--- src/rtl/rca_slice_sequencer.sv ---
// rtl/rca_slice_sequencer.sv - sliced wide adder over one 4-bit ripple_carry_adder; optional SIGNED_OVF_EN adds ovf port

// 4-bit ripple-carry adder built from bit-level full adders
module ripple_carry_adder (
  input  logic [3:0] a,
  input  logic [3:0] b,
  input  logic       cin,
  output logic [3:0] sum,
  output logic       cout
);

  logic [4:0] c;

  assign c[0] = cin;

  for (genvar i = 0; i < 4; i++) begin : g_fa
    assign sum[i]   = a[i] ^ b[i] ^ c[i];
    assign c[i + 1] = (a[i] & b[i]) | (c[i] & (a[i] ^ b[i]));
  end

  assign cout = c[4];

endmodule

module rca_slice_sequencer #(
  parameter int NSLICES = 4
) (
  input  logic                 clk,
  input  logic                 rst_n,
  input  logic                 in_valid,
  output logic                 in_ready,
  input  logic [4*NSLICES-1:0] a,
  input  logic [4*NSLICES-1:0] b,
  input  logic                 cin,
  output logic                 out_valid,
  input  logic                 out_ready,
  output logic [4*NSLICES-1:0] sum,
`ifdef SIGNED_OVF_EN
  output logic                 ovf,
`endif
  output logic                 cout
);

  localparam int W  = 4 * NSLICES;
  localparam int IW = (NSLICES > 1) ? $clog2(NSLICES) : 1;
  localparam logic [IW-1:0] LAST_IDX = IW'(NSLICES - 1);

  typedef enum logic [1:0] {st_idle, st_run, st_done} state_t;

  state_t        state, state_next;
  logic [W-1:0]  a_r, b_r;
  logic [IW-1:0] idx;
  logic          carry_r;
  logic [3:0]    a_s, b_s, sum_s;
  logic          cout_s;
  logic          last_slice;
  logic          accept;

  assign a_s        = a_r[4*idx +: 4];
  assign b_s        = b_r[4*idx +: 4];
  assign last_slice = (idx == LAST_IDX);
  assign accept     = (state == st_idle) && in_valid;

  ripple_carry_adder u_rca (
    .a    (a_s),
    .b    (b_s),
    .cin  (carry_r),
    .sum  (sum_s),
    .cout (cout_s)
  );

  // State register
  always_ff @(posedge clk or negedge rst_n) begin
    if (!rst_n) state <= st_idle;
    else        state <= state_next;
  end

  // Next-state and handshake outputs; accept and complete never overlap
  always_comb begin
    state_next = state;
    in_ready   = 1'b0;
    out_valid  = 1'b0;
    case (state)
      st_idle: begin
        in_ready = 1'b1;
        if (in_valid) state_next = st_run;
      end
      st_run: begin
        if (last_slice) state_next = st_done;
      end
      st_done: begin
        out_valid = 1'b1;
        if (out_ready) state_next = st_idle;
      end
      default: state_next = st_idle;
    endcase
  end

  // Operand capture, per-slice sum write-back and inter-slice carry
  always_ff @(posedge clk or negedge rst_n) begin
    if (!rst_n) begin
      a_r     <= '0;
      b_r     <= '0;
      idx     <= '0;
      carry_r <= 1'b0;
      sum     <= '0;
      cout    <= 1'b0;
    end else if (accept) begin
      a_r     <= a;
      b_r     <= b;
      idx     <= '0;
      carry_r <= cin;
      sum     <= '0;
      cout    <= 1'b0;
    end else if (state == st_run) begin
      sum[4*idx +: 4] <= sum_s;
      carry_r         <= cout_s;
      idx             <= last_slice ? '0 : idx + IW'(1);
      if (last_slice) cout <= cout_s;
    end
  end

`ifdef SIGNED_OVF_EN
  // Signed overflow: carry into the MSB differs from carry out of it
  always_ff @(posedge clk or negedge rst_n) begin
    if (!rst_n)
      ovf <= 1'b0;
    else if (accept)
      ovf <= 1'b0;
    else if (state == st_run && last_slice)
      ovf <= (a_r[W-1] ^ b_r[W-1] ^ sum_s[3]) ^ cout_s;
  end
`endif

endmodule

--- config.mk ---
export PLATFORM = sky130hd
export DESIGN_NAME = rca_slice_sequencer
export DESIGN_NICKNAME = d
export VERILOG_FILES = /design/src/rtl/rca_slice_sequencer.sv
export SDC_FILE = /design/constraint.sdc
export NUM_CORES = 1
export LEC_CHECK = 0
export CAP_MARGIN = 40
export CORE_UTILIZATION = 40
export DETAILED_ROUTE_END_ITERATION = 16
export PLACE_DENSITY_LB_ADDON = 0.3
export SLEW_MARGIN = 40
export SYNTH_ARGS = -nofsm -noshare
export SYNTH_HDL_FRONTEND = slang
export SYNTH_SLANG_ARGS = --single-unit
--- constraint.sdc ---
create_clock -name clk -period 6.8 [get_ports clk]
set_clock_uncertainty 0.15 [all_clocks]
set_input_delay 1.02 -clock clk [delete_from_list [all_inputs] [get_ports clk]]
set_output_delay 1.02 -clock clk [all_outputs]
set_load 0.01 [all_outputs]
; ---- After elaboration in Yosys (flattened, before gate mapping)
; Cells that the tools add are included.
; Widths: inputs -> output; s select.
[totals]
mem_count = 0
ramBits = 0
word_cells = 62
mem_bits_ro = 0
latch_bits = 0
ff_bits = 54
in_bits = 37
[op_classes]
eq_ne = 6
shift = 4
reduce_logical = 6
n_mul = 0
n_mux = 17
div = 0
order_cmp = 0
add_sub_neg = 2
bitwise = 20
[ops]
columns = op, count
row1 = $neg 4->34, 1
row2 = $shift 4x34->16 const A, 1
row3 = $shiftx 4x34->16, 1
row4 = $mux 16, 2
row5 = $shiftx 16x5->4, 2
row6 = $bwmux 16, 1
row7 = $mux 2, 6
row8 = $and 1x1->1, 8
row9 = $xor 1x1->1, 8
row10 = $mux 1, 7
row11 = $ne 2x2->1 const B, 3
row12 = $pmux 2 s3, 1
row13 = $eq 2x2->1 const B, 2
row14 = $or 1x1->1, 4
row15 = $reduce_bool 2->1, 2
row16 = $reduce_and 3->1, 1
row17 = $add 2x1->2 const B, 1
row18 = $eq 2x1->1 const B, 1
row19 = $logic_not 2->1, 1
row20 = $reduce_and 2->1, 1
row21 = $logic_and 1x1->1, 1

; ---- Longest topological paths before layout
[depth]
depth_word = 13
depth_mapped = 12
depth_no_buf = 11

; ---- Cells and area by module
; Synthesis repeated with hierarchy kept, for this count alone.
[unflattened]
cells_unflattened = 246
area_unflattened_um2 = 2533.7
[by_module_without_submodules]
columns = module, cells_per_inst, area_per_inst_um2, instances, seq_area_each_um2
row1 = rca_slice_sequencer, 232, 2416.1, 1, 1351.3
row2 = ripple_carry_adder, 14, 117.6, 1, 0.0

; ---- Worst setup path before layout
; OpenSTA, ideal clock, no wires.
[synth_path]
kind = register -> register
startpoint = register idx[0]
endpoint = register sum[11]
n_path_buf = 1
arrival_ps = 2785
path_stages_with_launch = 12
required_ps = 6528
synth_period_minus_slack_ps = 3057
slack_ps = 3743
setup_ps = 122
path_cell_list = dfrtp_1 -> buf_2 -> mux4_2 -> inv_1 -> fa_1 -> inv_1 -> fa_1 -> inv_1 -> fa_1 -> inv_1 -> fa_1 -> a32o_1
[synth_via]
elab_chain_cells = 13
word_cells_on_any_way = 25
classes_between = add/sub: 1 / shift: 4 / mux: 3 / bitwise: 17
[synth_lines]
columns = element, line_no
row1 = from (decl), 52  ; logic [IW-1:0] idx;
row2 = from (signal assigned), 118  ; idx <= last_slice ? '0 : idx + IW'(1);
row3 = "$shiftx 16x5->4, on equally long branches", "59, 60"
row4 = $xor 1x1->1, "17, 18"
row5 = $and 1x1->1, 18  ; assign c[i + 1] = (a[i] & b[i]) | (c[i] & (a[i] ^ b[i]));
row6 = $or 1x1->1, 18
row7 = $and 1x1->1, 18
row8 = $or 1x1->1, 18
row9 = $and 1x1->1, 18
row10 = $or 1x1->1, 18
row11 = $xor 1x1->1, 17  ; assign sum[i] = a[i] ^ b[i] ^ c[i];
row12 = $shiftx 4x34->16, 116  ; sum[4*idx +: 4] <= sum_s;
row13 = $bwmux 16 *, 116
row14 = $mux 16 *, 115  ; end else if (state == st_run) begin
row15 = $mux 16 *, 108  ; end else if (accept) begin
row16 = "to (signal, indexed assignment)", 116
row17 = to (decl), 37  ; output logic [4*NSLICES-1:0] sum,
; Every way passes the cells marked *; elsewhere a longest branch is shown, timed or not. The select of a mux whose other input is x is not followed.
; A chain may end at the register's enable or synchronous reset.

; ---- Final worst setup path
[layout_path]
startpoint = register idx[0]
endpoint = register sum[3]
; The elaborated chain is that of the path after synthesis.

==> impl_metrics.csv <==
group,metric,value,unit
run_status,outcome,"complete, no violations",
critical_path,max_stage_delay,0.80,ns
sta,grt_setup_unrepaired,"no",
floorplanning,core_area,6030,um2
global_routing,grt_pass1_vias,1817,
power_and_ir_drop,power_density,465,nW/um2
clock_network,post_cts_resize_count,0,
global_routing,grt_pass1_wl,8.94,mm
critical_path,worst_r2r_endpoint,"sum[3]",
floorplanning,die_height,81.6,um
critical_path,critical_path.startpoint_type,"flop",
synthesis,synth.lib_cells_used.distinct,30,
synthesis,yosysSeqAreaShare,0.534,
synthesis,synth_top_cells_by_area,"dfrtp_1, nand2_1, mux4_2",
place,post-dp-hpwl,3.72,mm
critical_path,setup.worst_path.end_class,"flop",
critical_path,timing.critical_path.fanout_max,16,
routing,routed_vias,1855,
global_routing,pin_count_of_the_biggest_net_entering_global_routing,55,
synthesis,synth.ff_latch_count,54,
clock_network,number_of_buffers_inserted_for_hold_repair_after_clock_tree_synthesis,0,
clock_network,numCtsBuffers,5,
global_routing,antenna_violations_before_repair,0,
critical_path,crit_path_cell_trace,"mux4_2 -> inv_1 -> fa_1 -> inv_1 -> fa_1 -> inv_1 -> fa_1 -> inv_1 -> fa_1 -> a32o_1",
global_routing,globalRouteMet2Util,0.303,
clock_network,postCtsSetupRepairBufs,0,
floorplanning,placementRows,28,
hold_path,worstHoldPathCells,2,
hold_path,hold_path_class,"reg -> reg",
flow_run,cap_viol_max_count,0,
cells_and_area,antenna-diode-count,0,
sta,report.final.setup_viol,0,
power_and_ir_drop,vdd_drop_max,0.000199,V
synthesis,yosys.area.top_type,"dfrtp_1",
routing,drtAntennaViolNets,0,
power_and_ir_drop,leakage,1.56,nW
critical_path,timing_worst_setup_path_type,"reg -> reg",
routing,drt-pass1-iter-count,4,
sta,finalCritPeriodShare,0.492,
floorplanning,dieArea,6650,um2
critical_path,crit-reg2reg-launch,"idx[0]",
place,port_buffers,55,
place,finalWeightedCongestion,0.787,
clock_network,cts_buffer_depth,2,
synthesis,mappedNetlistNets,293,
routing,finalWirelength,5.20,mm
clock_network,cts_tree,"built",
routing,detail_route.iter0.violations,127,
critical_path,timing.reg2reg.worst_path_depth,10,
clock_network,clock_sink_count,54,
sta,whs,0.332,ns
hold_path,hold_start,"b_r[14]",
cells_and_area,area_growth,28.3,%
global_routing,groute.usage.overall,0.181,
cells_and_area,stdcell_area,3250,um2
sta,fin_setup_tns,0,ns
critical_path,r2r_setup_slack,3.45,ns
cells_and_area,final_layout_size_suffix_gt1_frac,0.0731,
sta,worst_pin_slew,0.704,ns
critical_path,worst-endpoint-arrival,3.39,ns
floorplanning,die-width,81.6,um
floorplanning,ios,56,
clock_network,cts_root_buf,"clkbuf_8",
routing,number_of_remaining_drc_errors,0,
synthesis,postSynthAreaPerCell,10.2,um2
routing,via_per_inst,4.93,
critical_path,critPathSlowestCell,"dfrtp_1",
sta,timing.max_slew.rel_slack,0.531,
global_routing,grt_overflow,0,
floorplanning,floorplan.initialDensity,0.420,
global_routing,globalRouteMet3Util,0.0422,
synthesis,synth.yosys.warnings,0,
routing,average_wire_per_cell_in_the_routed_design,13.8,um
clock_network,clkLatencyLatePin,0.30,ns
place,placedInstanceArea,3140,um2
synthesis,mappedNetlistArea,2530,um2
clock_network,cts.clk_slew.worst_paths,0.09,ns
clock_network,htreeDepth,2,
sta,final_max_slew_viol_count,0,
cells_and_area,net_count_reported_at_finish,346,
synthesis,netlist_instances,248,
hold_path,min_to,"b_r[14]",
synthesis,yosys.area.top_type_share,0.534,
global_routing,gr-usage-met1,0.235,
sta,post_route_minimum_period,3.35,ns
sta,finalHoldViolCount,0,
global_routing,gr-max-usage-layer,"met2",
sta,clock.fmax,299,MHz
critical_path,worstPathRequired,6.84,ns
-- worst max-delay path by stage --
stage                     slack [ns]       to  cells past startpoint   start
after global routing            3.26   sum[3]                     10  idx[0]
after detailed placement        3.47   sum[3]                     10  idx[0]
after CTS                       3.44   sum[3]                     10  idx[0]
after global placement          3.52  sum[11]                     10  idx[0]
final                           3.45   sum[3]                     10  idx[0]
after floorplan                 3.74  sum[11]                     11  idx[0]
-- cell families after synthesis --
kind of cell / Yosys count / synth area share
AND/OR/NAND/NOR: 129 / 0.222
AO/OA/AOI/OAI: 24 / 0.0776
flip-flops: 54 / 0.534
adder cells (fa/ha/maj): 8 / 0.0514
buffers and inverters: 24 / 0.0405
multiplexers: 9 / 0.0751
-- worst max-delay path: cells and delay by family (launching register included) --
kind | cells | cell delay, ns
muxes | 1 | 0.59
buffers and inverters | 4 | 0.27
adders and majority gates | 4 | 1.18
AOI/OAI and AO/OA | 1 | 0.26
DFF | 1 | 0.80
-- metal layers --
| layer | vias up | wire (um) |
|---|---|---|
| li1 | 921 | - |
| met1 | 880 | 2440 |
| met2 | 50 | 2500 |
| met3 | 4 | 219 |
| met4 | 0 | 46 |
| met5 | - | 0 |
-- synth_stat cells --
library cell / instances
and3_4: 1
nand3b_1: 2
o2bb2ai_1: 6
nand2b_1: 2
nand3_1: 5
o31ai_1: 3
ha_1: 4
and3b_1: 2
clkbuf_1: 4
mux4_2: 8
or3b_1: 1
mux2i_1: 1
nor2b_1: 2
fa_1: 4
dfrtp_1: 54
a21o_1: 3
nor3b_4: 1
a32o_1: 3
buf_2: 7
a31oi_1: 1
nand2_1: 104
a22o_1: 6
or3_1: 1
and4bb_2: 1
a21oi_1: 1
buf_4: 1
and3_1: 2
nor2_1: 5
inv_1: 12
o21ai_0: 1
-- power breakdown --
part           switching (mW)  internal (mW)
clock network          0.0971          0.118
logic                   0.385          0.345
registers               0.114          0.453
total                   0.596          0.916
-- state kept, by name, summed over array words and instances, names as in the netlist --
name	count
a_r	16
b_r	16
carry_r	1
cout	1
idx	2
state	2
sum	16
-- stage by stage --
stage	util	total power [mW]	std cells	setup WS [ns]
after floorplan	-	1.05	248	3.74
after global placement	0.521	1.29	369	3.52
after detailed placement	0.521	1.31	369	3.47
after CTS	0.539	1.53	376	3.44
after global routing	0.539	1.64	376	3.26
final	0.539	1.51	376	3.45
-- final cells by class --
| class | instances | area [um2] |
|---|---|---|
| Inverter | 12 | 45.0 |
| Fill cell | 560 | 2780 |
| Clock inverter | 1 | 30.0 |
| Multi-Input combinational cell | 170 | 1080 |
| Sequential cell | 54 | 1350 |
| Tap cell | 75 | 93.8 |
| Timing Repair Buffer | 58 | 568 |
| Clock buffer | 6 | 82.6 |
-- cell usage in the layout (no fill, tap or decap), drive strengths merged, types with 3 or more instances in the layout --
cell and n:
a21o 3, a22o 6, a32o 3, and3 3, buf 4, clkbuf 6
clkdlybuf4s50 54, dfrtp 54, fa 4, ha 4, inv 12, mux4 8
nand2 104, nand3 5, nor2 5, o2bb2ai 6, o31ai 3
Power figures use the tool's default switching activity.
